### src/rtl/als_error_monitor.sv
// als_error_monitor: windowed error statistics for a WIDTH-bit approximate adder.
// Accepts (in0, in1, out0) samples, recomputes the exact sum and accumulates
// error count, error-distance sum and maximum error distance over num_samples.
// Optional macro ALS_ERR_BIAS_EN adds a saturating signed error-bias accumulator;
// without it err_bias is tied to 0.
module als_error_monitor #(
    parameter int unsigned WIDTH = 16,
    parameter int unsigned CNT_W = 20,
    parameter int unsigned ACC_W = 38
) (
    input  logic               clk,
    input  logic               rst,
    input  logic               start,
    input  logic [CNT_W-1:0]   num_samples,
    input  logic               valid_in,
    input  logic [WIDTH-1:0]   in0,
    input  logic [WIDTH-1:0]   in1,
    input  logic [WIDTH:0]     out0,
    output logic               busy,
    output logic               done,
    output logic [CNT_W-1:0]   sample_cnt,
    output logic [CNT_W-1:0]   err_cnt,
    output logic [ACC_W-1:0]   ed_sum,
    output logic [WIDTH:0]     ed_max,
    output logic [ACC_W-1:0]   err_bias
);

    localparam int unsigned SW = WIDTH + 1;
    localparam int unsigned DW = WIDTH + 2;

    typedef enum logic [1:0] {
        IDLE = 2'd0,
        RUN  = 2'd1,
        DONE = 2'd2
    } state_t;

    state_t                state_q;
    state_t                state_d;
    logic [CNT_W-1:0]      num_q;
    logic [CNT_W-1:0]      acc_q;
    logic                  accept_c;

    logic [SW-1:0]         exact_c;
    logic signed [DW-1:0]  diff_c;
    logic [SW-1:0]         ed_c;

    logic                  s1_valid_q;
    logic                  s1_last_q;
    logic                  s1_mis_q;
    logic [SW-1:0]         s1_ed_q;

    logic [ACC_W:0]        sum_c;

    // A sample is taken only while running, inside the window, and not on a restart edge
    assign accept_c = (state_q == RUN) && valid_in && (acc_q < num_q) && !start;

    // State register
    always_ff @(posedge clk) begin
        if (rst) state_q <= IDLE;
        else     state_q <= state_d;
    end

    // Next-state logic; start restarts the window from any state
    always_comb begin
        state_d = state_q;
        case (state_q)
            IDLE: if (start) state_d = RUN;
            RUN: begin
                if (start)                                    state_d = RUN;
                else if ((num_q == '0) || (s1_valid_q && s1_last_q)) state_d = DONE;
            end
            DONE: state_d = start ? RUN : IDLE;
            default: state_d = IDLE;
        endcase
    end

    // Status outputs decoded from the state register
    always_comb begin
        busy = 1'b0;
        done = 1'b0;
        busy = (state_q == RUN);
        done = (state_q == DONE);
    end

    // Exact sum, signed difference and its magnitude for the presented sample
    always_comb begin
        exact_c = SW'(in0) + SW'(in1);
        diff_c  = $signed({1'b0, out0}) - $signed({1'b0, exact_c});
        ed_c    = diff_c[DW-1] ? SW'(-diff_c) : diff_c[SW-1:0];
        sum_c   = {1'b0, ed_sum} + (ACC_W+1)'(s1_ed_q);
    end

    // Stage 1: window bookkeeping and per-sample error capture
    always_ff @(posedge clk) begin
        if (rst) begin
            num_q      <= '0;
            acc_q      <= '0;
            s1_valid_q <= 1'b0;
            s1_last_q  <= 1'b0;
            s1_mis_q   <= 1'b0;
            s1_ed_q    <= '0;
        end else if (start) begin
            num_q      <= num_samples;
            acc_q      <= '0;
            s1_valid_q <= 1'b0;
            s1_last_q  <= 1'b0;
        end else begin
            s1_valid_q <= accept_c;
            if (accept_c) begin
                acc_q     <= acc_q + CNT_W'(1);
                s1_last_q <= ((acc_q + CNT_W'(1)) == num_q);
                s1_mis_q  <= (out0 != exact_c);
                s1_ed_q   <= ed_c;
            end
        end
    end

    // Stage 2: saturating accumulators, which are also the outputs
    always_ff @(posedge clk) begin
        if (rst || start) begin
            sample_cnt <= '0;
            err_cnt    <= '0;
            ed_sum     <= '0;
            ed_max     <= '0;
        end else if (s1_valid_q) begin
            if (sample_cnt != '1)           sample_cnt <= sample_cnt + CNT_W'(1);
            if (s1_mis_q && (err_cnt != '1)) err_cnt    <= err_cnt + CNT_W'(1);
            ed_sum <= sum_c[ACC_W] ? '1 : sum_c[ACC_W-1:0];
            if (s1_ed_q > ed_max)           ed_max     <= s1_ed_q;
        end
    end

`ifdef ALS_ERR_BIAS_EN
    logic signed [DW-1:0]    s1_diff_q;
    logic signed [ACC_W-1:0] bias_q;
    logic signed [ACC_W:0]   bias_sum_c;

    assign bias_sum_c = $signed({bias_q[ACC_W-1], bias_q}) + (ACC_W+1)'(s1_diff_q);
    assign err_bias   = bias_q;

    // Signed difference capture alongside stage 1
    always_ff @(posedge clk) begin
        if (rst)                          s1_diff_q <= '0;
        else if (!start && accept_c)      s1_diff_q <= diff_c;
    end

    // Two's-complement bias accumulator, saturating at the signed limits
    always_ff @(posedge clk) begin
        if (rst || start) begin
            bias_q <= '0;
        end else if (s1_valid_q) begin
            if (bias_sum_c[ACC_W] != bias_sum_c[ACC_W-1])
                bias_q <= bias_sum_c[ACC_W] ? {1'b1, {(ACC_W-1){1'b0}}}
                                            : {1'b0, {(ACC_W-1){1'b1}}};
            else
                bias_q <= bias_sum_c[ACC_W-1:0];
        end
    end
`else
    assign err_bias = '0;
`endif

endmodule
### config.mk
export PLATFORM = sky130hd
export DESIGN_NAME = als_error_monitor
export DESIGN_NICKNAME = d
export VERILOG_FILES = /design/src/rtl/als_error_monitor.sv
export SDC_FILE = /design/constraint.sdc
export NUM_CORES = 1
export LEC_CHECK = 0
export CAP_MARGIN = 25
export CORE_MARGIN = 8
export CORE_UTILIZATION = 35
export CTS_BUF_LIST = sky130_fd_sc_hd__clkbuf_2
export DETAILED_ROUTE_END_ITERATION = 16
export PLACE_DENSITY = 0.6
export REMOVE_ABC_BUFFERS = 1
export SLEW_MARGIN = 20
export SYNTH_ARGS = -nofsm -noshare
export SYNTH_HDL_FRONTEND = slang
export SYNTH_SLANG_ARGS = --single-unit
### constraint.sdc
create_clock -name clk -period 7.8 [get_ports clk]
set_input_delay 2.34 -clock clk [delete_from_list [all_inputs] [get_ports clk]]
set_output_delay 2.34 -clock clk [all_outputs]
set_load 0.02 [all_outputs]
==> results.sh, run 1 <==
export IMPL_vias_per_cell=5.01
export IMPL_drt_iter0_drc=358
export IMPL_ant_nets=0
export IMPL_cts_tree="done"
export IMPL_utilization_pct=43.1
export IMPL_final_cells=1839
export IMPL_clkTransAtPathRegs_ns=0.21
export IMPL_path_max_fanout=20
export IMPL_start_util_pct=35.7
export IMPL_postCtsSetupBuffers=0
export IMPL_num_fill_cells=2993
export IMPL_wl_mm=26.8
export IMPL_yosysTopAreaCell="dfxtp_1"
export IMPL_drc=0
export IMPL_grt_pass1_wl_mm=44.5
export IMPL_hold_path_class="flip-flop to flip-flop"
export IMPL_gr_total_overflow=0
export IMPL_rsz0062_at_grt="no"
export IMPL_dp_hpwl_mm=20.7
export IMPL_drive_above_1_share_pct=4.07
export IMPL_rrSetupSlack_ns=4.40
export IMPL_p_per_area_nw_per_um2=149
export IMPL_synthDistinctLibCells=67
export IMPL_hold_buffers=0
export IMPL_avgRoutedWirePerCell_um=14.6
export IMPL_tightest_slew_ns=0.898
export IMPL_dr_pass1_iters=5
export IMPL_period_minus_slack_ns=6.59
export IMPL_dieArea_um2=36200
export IMPL_htreeDepth=4
export IMPL_arrival_ns=7.21
export IMPL_r2r_end="ed_sum[31]"
export IMPL_total_leakage_power_nw=4.80
export IMPL_status="finished clean"
export IMPL_crit_end="s1_ed_q[11]"
export IMPL_final_area_um2=12800
export IMPL_syn2layout_area_growth_pct=20.6
export IMPL_synth_ff_type="dfxtp_1"
export IMPL_grt_max_degree=64
export IMPL_clock_path_buffers=2
export IMPL_ys_async_sr_fraction_pct=0
export IMPL_p_total_mw=1.91
export IMPL_postPlaceCellArea_um2=12500
export IMPL_synth_warnings=0
export IMPL_die_h_um=190
export IMPL_cts_root_buf="clkbuf_2"
export IMPL_dp_cells=1807
export IMPL_std_cell_rows=63
export IMPL_yosys_top_cells_area="dfxtp_1 (30%), ha_1 (11%), xnor2_1 (5.9%), nor2_1 (5.5%), xor2_1 (5.4%)"
export IMPL_ioPinCount=208
export IMPL_grt_pass1_vias=9167
export IMPL_clock_sinks=157
export IMPL_timing_final_ws_setup_ns=1.21
export IMPL_timing_final_crit_share_pct=84.5
export IMPL_relSlewSlack_pct=40.0
export IMPL_startpoint="in0[0]"
export IMPL_ys_seq_area_share_pct=29.6
export IMPL_synth_top_area_share_pct=29.6
export IMPL_gp_congestion=0.858
export IMPL_cp_start_kind="primary input"
export IMPL_track_usage_pct=14.6
export IMPL_max_freq_mhz=152
export IMPL_clock_latency_ns=0.70
export IMPL_ctsResizeCount=0
export IMPL_reg2reg_from="s1_ed_q[0]"
export IMPL_final_nets=1603
export IMPL_clock_skew_ns=0.0398
export IMPL_finalSetupTns_ns=0
export IMPL_irDropWorstVdd_v=0.0000962
export IMPL_port_buffers=169
export IMPL_maxCapViolations=0
export IMPL_synthCells=1294
export IMPL_r2r_cells=12
export IMPL_finalHoldViolCount=0
export IMPL_cts_made_buffers=17
export IMPL_synth_seq_cells=157
export IMPL_synth_area_um2=10600
export IMPL_worstPathRequired_ns=8.41
export IMPL_vias=9220
export IMPL_setup_viol=0
export IMPL_slew_viol_final=0
export IMPL_antenna_found_initial=1
export IMPL_cp_end_kind="flip-flop"
export IMPL_critical_path_class="primary input to flip-flop"
export IMPL_dieWidth_um=190
export IMPL_whs_ns=0.470
export IMPL_pre_cts_ws_ns=0.525
export IMPL_synth_edf_count=0
export IMPL_fp_coreArea_um2=29700
export IMPL_avgSynthCellArea_um2=8.20
## cells by family after synthesis
kind of cell	count (synthesis)	share of synthesized area [%]
multiplexers	48	4.64
buffers and inverters	154	6.99
AND/OR/NAND/NOR	432	20.1
other	1	0.0353
AO/OA/AOI/OAI	271	16.0
adder cells (fa/ha/maj)	94	11.3
XOR/XNOR	137	11.3
flip-flops	157	29.6
## registers in the layout, indices dropped and copies added, names as in the netlist, 2 cells and up
| name | count |
|---|---|
| acc_q | 20 |
| ed_max | 17 |
| ed_sum | 38 |
| err_cnt | 20 |
| num_q | 20 |
| s1_ed_q | 17 |
| sample_cnt | 20 |
| state_q | 2 |
## how the worst min path moves through the flow
stage | from | endpoint | cells past startpoint
after global placement | state_q[1] | state_q[0] | 1
after detailed placement | state_q[1] | state_q[0] | 1
after floorplan | state_q[1] | state_q[0] | 1
after global routing | state_q[1] | state_q[0] | 1
final | state_q[1] | state_q[0] | 1
after CTS | state_q[1] | state_q[0] | 1
## synth_stat cells (9+ instances only)
cell type,number
a211oi_1,9
a21o_1,18
a21oi_1,93
a31oi_1,15
and3_1,26
and4_1,11
buf_4,38
clkbuf_1,41
dfxtp_1,157
ha_1,91
inv_1,65
mux2i_1,47
nand2_1,74
nand2b_1,11
nand3_1,26
nand4_1,27
nor2_1,155
nor2b_1,17
nor3_1,27
nor4_1,13
o21a_1,12
o21ai_0,60
or3_1,18
xnor2_1,71
xor2_1,66
## power breakdown
part	internal, mW	switching [mW]
logic	0.236	0.298
registers	0.818	0.0190
clock network	0.245	0.296
total	1.30	0.613
## cell type report
cell class                      instances  area, um2  share of cell area [%]
Multi-Input combinational cell       1020       6890                    53.9
Antenna cell                            1       2.50                  0.0196
Clock inverter                         11        193                    1.51
Timing Repair Buffer                  175       1740                    13.6
Tap cell                              390        488                    3.81
Sequential cell                       157       3140                    24.6
Inverter                               65        244                    1.91
Clock buffer                           20        100                   0.782
## layout by cell type, fill, tap and decap left out, types with 20 or more instances in the layout
cell type and count:
xnor2_1 71, o21ai_0 60, xor2_1 66, nor3_1 27
dfxtp_1 157, mux2i_1 47, nand2_1 74, ha_1 91
nor2_1 155, clkdlybuf4s50_1 169, nand4_1 27, and3_1 26
clkbuf_2 20, conb_1 38, inv_1 65, a21oi_1 93
nand3_1 26
## critical path: stages
cell and delay, ns:
clkdlybuf4s50_1 0.41, ha_1 0.22, fa_1 0.41, a21o_1 0.18, a21oi_1 0.22, o21bai_1 0.11
a31o_2 0.27, and4_1 0.21, nor3_1 0.23, xnor2_1 0.10, ha_1 0.38, and2_1 0.20
nand2_1 0.09, a41oi_1 0.31, o41ai_4 0.15, o21ai_2 0.19, a31o_1 0.66, a31oi_1 0.12
xnor2_1 0.17, a211oi_2 0.21
## metal layers
layer / vias to the layer above / part of all wire (%) / GRT usage, %
met3: 24 / 6.0 / 3.72
li1: 4771 / - / -
met2: 174 / 45 / 24.8
met1: 4251 / 47 / 17.8
met4: 0 / 1.6 / 4.50
met5: - / 0 / 0
Power figures use the tool's default switching activity.
==> run 2: changes to the inputs <==
==> constraint.sdc (replaced) <==
create_clock -name clk -period 6.2 [get_ports clk]
set_input_delay 1.86 -clock clk [delete_from_list [all_inputs] [get_ports clk]]
set_output_delay 1.86 -clock clk [all_outputs]
set_load 0.02 [all_outputs]
==> run 2 against run 1 <==
  * Final cell count increased by 1.7%
  * Register-to-register slack got worse by 1.6 ns
  * First-iteration DRC count decreased by 15%
  * Clock skew increased by 0.0063 ns
  * Via count increased by 0.88%
  * Combinational power increased by 41%
  * Wire length increased by 0.84%
==> results.sh, run 2 (same netlist as run 1, synthesis figures left out) <==
export IMPL_die_h_um=190
export IMPL_avgRoutedWirePerCell_um=14.5
export IMPL_clock_skew_ns=0.0461
export IMPL_switchingPower_mw=0.808
export IMPL_worstHoldPathCells=1
export IMPL_grt_pass1_wl_mm=44.6
export IMPL_clock_sinks=157
export IMPL_final_common_cell="clkdlybuf4s50_1"
export IMPL_power_internal_mw=1.70
export IMPL_ant_nets=0
export IMPL_num_fill_cells=3023
export IMPL_timing_final_crit_share_pct=91.5
export IMPL_grt_pass1_vias=8983
export IMPL_hold_path_class="flip-flop to flip-flop"
export IMPL_top_register="ed_sum"
export IMPL_start_util_pct=35.7
export IMPL_vias=9301
export IMPL_vias_per_cell=4.97
export IMPL_pwr_share_clk_pct=28.0
export IMPL_critical_path_class="primary input to flip-flop"
export IMPL_slew_viol_final=0
export IMPL_cts_root_buf="clkbuf_2"
export IMPL_grt_max_degree=61
export IMPL_std_cell_rows=63
export IMPL_netSwitchingFraction_pct=32.2
export IMPL_layout_common_cells="clkdlybuf4s50_1 (169), dfxtp_1 (157), nor2_1 (155), a21oi_1 (93), ha_1 (91)"
export IMPL_finalHoldViolCount=0
export IMPL_track_usage_pct=14.5
export IMPL_path_max_fanout=11
export IMPL_drive_above_1_share_pct=6.22
export IMPL_worstPathRequired_ns=6.80
export IMPL_regArea_um2=3140
export IMPL_ctsResizeCount=0
export IMPL_wl_mm=27.0
export IMPL_clkTransAtPathRegs_ns=0.26
export IMPL_htreeDepth=4
export IMPL_r2r_cells=12
export IMPL_p_per_area_nw_per_um2=192
export IMPL_dr_pass1_iters=4
export IMPL_dieArea_um2=36200
export IMPL_maxCapViolations=0
export IMPL_cts_made_buffers=17
export IMPL_drt_iter0_drc=305
export IMPL_seqPwrFrac_pct=42.0
export IMPL_total_leakage_power_nw=4.96
export IMPL_dieWidth_um=190
export IMPL_whs_ns=0.496
export IMPL_cp_start_kind="primary input"
export IMPL_dp_hpwl_mm=21.1
export IMPL_status="finished clean"
export IMPL_port_buffers=169
export IMPL_p_total_mw=2.51
export IMPL_clock_path_buffers=2
export IMPL_final_cells=1871
export IMPL_multi_input_area_um2=6890
export IMPL_relSlewSlack_pct=41.4
export IMPL_comb_power_share_pct=30.0
export IMPL_largest_register_ffs=38
export IMPL_arrival_ns=6.28
export IMPL_gr_total_overflow=0
export IMPL_final_nets=1636
export IMPL_tightest_slew_ns=0.877
export IMPL_max_freq_mhz=176
export IMPL_irDropWorstVdd_v=0.0000855
export IMPL_ioPinCount=208
export IMPL_fp_coreArea_um2=29700
export IMPL_cp_end_kind="flip-flop"
export IMPL_period_minus_slack_ns=5.67
export IMPL_setup_viol=0
export IMPL_gp_congestion=0.847
export IMPL_syn2layout_area_growth_pct=23.1
export IMPL_cts_tree="done"
export IMPL_antenna_found_initial=1
export IMPL_dp_cells=1840
export IMPL_drc=0
export IMPL_hold_buffers=0
export IMPL_postCtsSetupBuffers=0
export IMPL_clock_latency_ns=0.72
export IMPL_rsz0062_at_grt="no"
==> run 2: cell type report <==
class	instances	area share (%)
sequential	157	24.1
clock buffer	18	0.689
timing repair buffer	208	15.3
inverter	65	1.87
clock inverter	12	1.61
tap	390	3.73
multi-input combinational	1020	52.7
antenna	1	0.0191
==> run 2: metrics by stage <==
stage               setup TNS (ns)  util, %  setup slack [ns]  area (um2)
floorplan                        0        -             0.269       10300
global placement            -0.609     43.0           -0.0934       12800
detailed placement           -1.62     43.0            -0.178       12800
CTS                              0     44.0             0.647       13100
global route                     0     44.0             0.184       13100
finish                           0     44.0             0.525       13100
==> run 2: critical path, stage by stage <==
cell and delay (ns):
clkdlybuf4s50_1 0.46, ha_1 0.30, a21o_1 0.11, a21oi_1 0.08
o21ai_1 0.20, a41oi_1 0.19, a2111oi_0 0.58, nor3_1 0.09
or2_2 0.29, ha_1 0.31, and2_1 0.17, nand2_1 0.08
a41oi_1 0.31, o41ai_4 0.15, o21ai_2 0.17, a31o_1 0.41
buf_12 0.19, a31oi_1 0.05, xnor2_1 0.19, a21oi_1 0.08
==> run 2: per-layer routing <==
metal / vias to the layer above / part of all wire, % / wire, um / GRT usage [%]
met3: 14 / 5.3 / 1440 / 3.68
met5: - / 0 / 0 / 0
met4: 0 / 0.97 / 263 / 3.52
met2: 172 / 46 / 12400 / 24.1
li1: 4822 / - / - / -
met1: 4293 / 48 / 13000 / 18.7
==> run 2: worst paths after layout <==
path                            startpoint         end  slack [ns]
worst max-delay path                in0[1]  s1_ed_q[8]        0.53
worst min-delay path            state_q[1]  state_q[0]        0.50
worst max register to register  s1_ed_q[0]  ed_sum[10]        2.82
worst min register to register  state_q[1]  state_q[0]        0.50
==> run 2: power groups by stage <==
stage               combinational [mW]  sequential, mW  clock (mW)
finish                           0.754            1.05       0.702
global route                     0.844            1.06       0.769
CTS                              0.759            1.05       0.734
detailed placement               0.754            1.07           0
global placement                 0.745            1.07           0
floorplan                        0.510            1.06           0
